`config.mk`:
```
export PLATFORM = sky130hd
export DESIGN_NAME = iter_shift_unit
export DESIGN_NICKNAME = d
export VERILOG_FILES = /design/src/rtl/iter_shift_unit.sv
export SDC_FILE = /design/constraint.sdc
export NUM_CORES = 1
export LEC_CHECK = 0
export BUFFER_PORTS_ARGS = -buffer_cell sky130_fd_sc_hd__buf_2
export CAP_MARGIN = 20
export CORE_UTILIZATION = 45
export CTS_BUF_LIST = sky130_fd_sc_hd__clkbuf_8
export DETAILED_ROUTE_END_ITERATION = 8
export GPL_ROUTABILITY_DRIVEN = 0
export PLACE_DENSITY_LB_ADDON = 0.25
export SYNTH_ARGS = -nofsm -noshare
export SYNTH_HDL_FRONTEND = slang
export SYNTH_SLANG_ARGS = --single-unit
```
`constraint.sdc`:
```
create_clock -name clk -period 7 [get_ports clk]
set_input_delay 0.35 -clock clk [delete_from_list [all_inputs] [get_ports clk]]
set_output_delay 0.35 -clock clk [all_outputs]
set_load 0.005 [all_outputs]
```
`src/rtl/iter_shift_unit.sv`:
```
// iter_shift_unit
// ---------------------------------------------------------------------------
// Multi-cycle shift/rotate unit. Each accepted operation runs through a small
// shifter that moves at most STEP bits per cycle, so a long shift takes
// ceil(shamt/STEP) cycles. Only one operation is in flight at a time.
//
// Handshake (both sides): a transfer happens on a rising edge where valid and
// ready are both high. A producer holds valid (and its data) until that edge.
// in_ready depends only on state and rst, never on in_valid. out_valid and
// result are held stable until the out_ready edge.
//
// Ports:
//   clk        clock, all state changes on rising edge
//   rst        synchronous reset, active-high
//   in_valid   operation request
//   in_ready   unit is idle and can accept an operation
//   a          operand (XLEN bits)
//   shamt      shift amount 0..XLEN-1 (SW bits)
//   op         000 SLL, 001 SRL, 010 SRA, 011 ROL, 100 ROR, others invalid
//   out_valid  result is valid
//   out_ready  consumer accepts result
//   result     final value (XLEN bits), driven from the working register
// ---------------------------------------------------------------------------
module iter_shift_unit #(
  parameter int XLEN = 32,
  parameter int STEP = 4,
  parameter int SW   = $clog2(XLEN)
) (
  input  logic            clk,
  input  logic            rst,
  input  logic            in_valid,
  output logic            in_ready,
  input  logic [XLEN-1:0] a,
  input  logic [SW-1:0]   shamt,
  input  logic [2:0]      op,
  output logic            out_valid,
  input  logic            out_ready,
  output logic [XLEN-1:0] result
);

  localparam logic [2:0] OP_SLL = 3'b000;
  localparam logic [2:0] OP_SRL = 3'b001;
  localparam logic [2:0] OP_SRA = 3'b010;
  localparam logic [2:0] OP_ROL = 3'b011;
  localparam logic [2:0] OP_ROR = 3'b100;

  // STEP and XLEN as (SW+1)-bit values for comparisons and rotate complements.
  localparam logic [SW:0]   STEP_W = (SW+1)'(STEP);
  localparam logic [SW:0]   XLEN_W = (SW+1)'(XLEN);
  // STEP as an SW-bit step amount. When STEP == XLEN it wraps to 0, but then
  // remaining (< XLEN) is never >= STEP, so this value is never selected.
  localparam logic [SW-1:0] STEP_S = SW'(STEP % XLEN);

  typedef enum logic [1:0] {
    IDLE  = 2'd0,
    SHIFT = 2'd1,
    DONE  = 2'd2
  } state_t;

  state_t          state, state_d;
  logic [XLEN-1:0] work, work_d;
  logic [SW-1:0]   remaining, remaining_d;
  logic [2:0]      op_q, op_d;

  // Per-cycle step amount: k = min(STEP, remaining).
  logic [SW-1:0]   k;
  logic [XLEN-1:0] stepped;
  logic [XLEN-1:0] sra_fill;
  logic            op_is_valid;
  logic            accept;

  assign in_ready  = (state == IDLE) && !rst;
  assign out_valid = (state == DONE);
  assign result    = work;
  assign accept    = in_valid && in_ready;

  assign op_is_valid = (op <= OP_ROR);

  always_comb begin
    k = ({1'b0, remaining} >= STEP_W) ? STEP_S : remaining;
  end

  // One step of the selected operation by k bits. SRA refills from the
  // current top bit; since every earlier step preserved it, that is the
  // original sign.
  always_comb begin
    sra_fill = work[XLEN-1] ? ~({XLEN{1'b1}} >> k) : '0;
    stepped  = work;
    case (op_q)
      OP_SLL:  stepped = work << k;
      OP_SRL:  stepped = work >> k;
      OP_SRA:  stepped = (work >> k) | sra_fill;
      // k >= 1 whenever SHIFT is active, so XLEN-k stays below XLEN.
      OP_ROL:  stepped = (work << k) | (work >> (XLEN_W - {1'b0, k}));
      OP_ROR:  stepped = (work >> k) | (work << (XLEN_W - {1'b0, k}));
      default: stepped = '0;
    endcase
  end

  // Next-state and datapath updates.
  always_comb begin
    state_d     = state;
    work_d      = work;
    remaining_d = remaining;
    op_d        = op_q;
    case (state)
      IDLE: begin
        if (accept) begin
          op_d        = op;
          remaining_d = shamt;
          if (!op_is_valid) begin
            work_d  = '0;
            state_d = DONE;
          end else if (shamt == '0) begin
            work_d  = a;
            state_d = DONE;
          end else begin
            work_d  = a;
            state_d = SHIFT;
          end
        end
      end
      SHIFT: begin
        work_d      = stepped;
        remaining_d = remaining - k;
        if (remaining == k) begin
          state_d = DONE;
        end
      end
      DONE: begin
        if (out_ready) begin
          state_d = IDLE;
        end
      end
      default: begin
        state_d = IDLE;
      end
    endcase
  end

  always_ff @(posedge clk) begin
    if (rst) begin
      state     <= IDLE;
      work      <= '0;
      remaining <= '0;
      op_q      <= '0;
    end else begin
      state     <= state_d;
      work      <= work_d;
      remaining <= remaining_d;
      op_q      <= op_d;
    end
  end

endmodule

```
==> results.json <==
{
  "antenna_found_initial": 0,
  "ys_seq_area_frac": 0.1252,
  "syn-cell-area_um2": 6714,
  "insertion_delay_ps": 340,
  "core_area_um2": 14530,
  "yosys.area.top_type": "dfxtp_1",
  "hold_class": "in -> reg",
  "grt_use_total": 0.3930,
  "start_util": 0.4619,
  "fmax_ghz": 0.2530,
  "vias": 8316,
  "cts.path.max_buffers": 2,
  "cp.arrival_ps": 4230,
  "ys.flop_type": "dfxtp_1",
  "final_nets": 970,
  "violations": "design-rule violations",
  "cts_resized": 0,
  "dr.pass1.iters": 9,
  "cts.sinks": 42,
  "grt_max_degree": 54,
  "ys_types": 85,
  "io_pins": 78,
  "setup_viol": 0,
  "avgSynthCellArea_um2": 7.219,
  "reg2regPathDepth": 11,
  "cp_max_fo": 48,
  "worstSetupPathType": "reg -> reg",
  "clock_skew_ps": 10.93,
  "grt_overflow": 0,
  "fin_cells": 1106,
  "ir_drop_v": 0.00009556,
  "drc": 12,
  "clkTransAtPathRegs_ps": 100,
  "syn_nets": 979,
  "routedWlPerCell_um": 27.22,
  "grt_pass1_wl_um": 44980,
  "hold_buffers": 0,
  "fp.dieArea_um2": 15410,
  "viasPerCell": 7.519,
  "dieHeight_um": 124.1,
  "p_per_area_nw_per_um2": 176.4,
  "tritoncts": "done",
  "startpoint_type": "register",
  "async_reset_ff_frac": 0,
  "slew-limit-headroom": 0.2612,
  "synth_seq_cells": 42,
  "area.growth.synth_to_final_pct": 5.516,
  "synth_edf_count": 0,
  "cts_root_buf": "clkbuf_8",
  "tns_ps": 0,
  "wl_um": 30100,
  "port_buffers": 77,
  "n_antenna_cell": 0,
  "drt_iter0_drc": 1675,
  "layout-drive-gt1-share": 0.1855,
  "ys_top_cells_by_area": "dfxtp_1 13%, mux4_2 11%, mux2i_1 8.6%",
  "ant_nets": 0,
  "p_leak_nw": 2.713,
  "status": "complete, but fails checks",
  "dp.cells": 1098,
  "postCtsSetupBuffers": 0,
  "grt_pass1_vias": 7261,
  "synth_common_cells": "126 x nand2_1, 88 x a21oi_1, 84 x nor2_1",
  "maxSlewViolCount": 0,
  "hold_ws_ps": 209.4,
  "die_x_um": 124.1,
  "synth_most_common_cell": "nand2_1",
  "fp-row-count": 44,
  "cts_made_buffers": 5,
  "syn_inst": 930,
  "cp-end-kind": "register",
  "hold_viol_final": 0,
  "cap_violations": 0,
  "yosysTopAreaCellShare": 0.1252,
  "worst_pin_slew_ps": 1104,
  "rsz0062_at_grt": "no",
  "ys_warn_count": 0,
  "crit_required_ps": 7280,
  "post-route-min-period_ps": 3953,
  "fin_crit_sh": 0.5647,
  "hpwl_um": 19960,
  "htree_levels": 2,
  "whs_path_depth": 3
}
[report_power, final]
| part | internal [mW] | switching [mW] |
|---|---|---|
| sequential | 0.261 | 0.0848 |
| combinational | 0.242 | 0.440 |
| clock | 0.106 | 0.116 |
| total | 0.608 | 0.641 |
[layout by cell type, fill, tap and decap left out, types with 7 or more instances in the layout]
| cell type | count |
|---|---|
| a31oi_1 | 11 |
| or3_1 | 7 |
| a221oi_1 | 13 |
| o31a_1 | 7 |
| buf_2 | 77 |
| dfxtp_1 | 40 |
| mux2i_1 | 58 |
| o21a_1 | 10 |
| inv_1 | 10 |
| nand4_1 | 10 |
| nand3_1 | 31 |
| mux2_2 | 15 |
| mux4_2 | 32 |
| nor3_1 | 27 |
| nor4_1 | 7 |
| nor2b_1 | 7 |
| o21ai_1 | 9 |
| a221o_1 | 13 |
| o21ai_0 | 39 |
| a2111oi_0 | 13 |
| o211ai_1 | 14 |
| nor2_1 | 84 |
| nand2_1 | 126 |
| a21oi_1 | 87 |
| buf_4 | 18 |
| and3_1 | 8 |
| a211oi_1 | 21 |
[registers in the layout, summed over array words and instances (netlist names)]
register and flops:
result 32, remaining 5, state 2, op_q 3
[metrics by stage]
step                  util  cell area (um2)  power [mW]  setup slack [ps]
floorplan                -             6714      0.7772              3496
global placement    0.4799             6974      0.9904              3221
detailed placement  0.4799             6974      0.9895              3183
CTS                 0.4874             7084       1.206              3132
global route        0.4874             7084       1.289              2862
finish              0.4874             7084       1.249              3047
[worst max-delay path, cell delays in order (launching register included)]
cell	delay [ps]
dfxtp_2	320
buf_4	520
nor4b_4	380
inv_4	210
ha_1	280
inv_1	140
ha_1	270
inv_2	420
mux4_2	590
a211oi_1	400
o32ai_1	170
a21oi_1	160
[path summary, 6_finish.rpt]
check	startpoint	endpoint	slack [ps]
hold / removal	op[2]	op_q[2]	210
hold reg to reg	op_q[2]	op_q[2]	680
setup / recovery	remaining[0]	result[28]	3050
setup reg to reg	remaining[0]	result[28]	3050
[kinds of logic (layout without fill, tap and decap cells)]
| kind of cell | after synthesis | in the layout | share of synthesized area |
|---|---|---|---|
| AO/OA/AOI/OAI | 304 | 304 | 0.3110 |
| XOR/XNOR | 4 | 4 | 0.005219 |
| buffers and inverters | 124 | 116 | 0.08181 |
| other | 1 | 1 | 0.0005585 |
| flip-flops | 42 | 42 | 0.1252 |
| AND/OR/NAND/NOR | 342 | 342 | 0.2428 |
| adder cells (fa/ha/maj) | 5 | 5 | 0.009318 |
| multiplexers | 108 | 108 | 0.2240 |
[area by class of cell]
| class | instances | area [um2] |
|---|---|---|
| fill | 1490 | 7450 |
| multi-input combinational | 764 | 5329 |
| sequential | 42 | 843.3 |
| timing repair buffer | 95 | 520.5 |
| tap | 184 | 230.2 |
| clock buffer | 5 | 68.82 |
| inverter | 13 | 51.30 |
| clock inverter | 3 | 41.29 |
[metal layers]
metal,routed length (um),track usage,share of wire
met1,11240,0.5234,0.37
met2,12290,0.5442,0.41
met3,4614,0.1337,0.15
met4,1963,0.2269,0.065
met5,0,0,0
(Power assumes the default switching activity.)
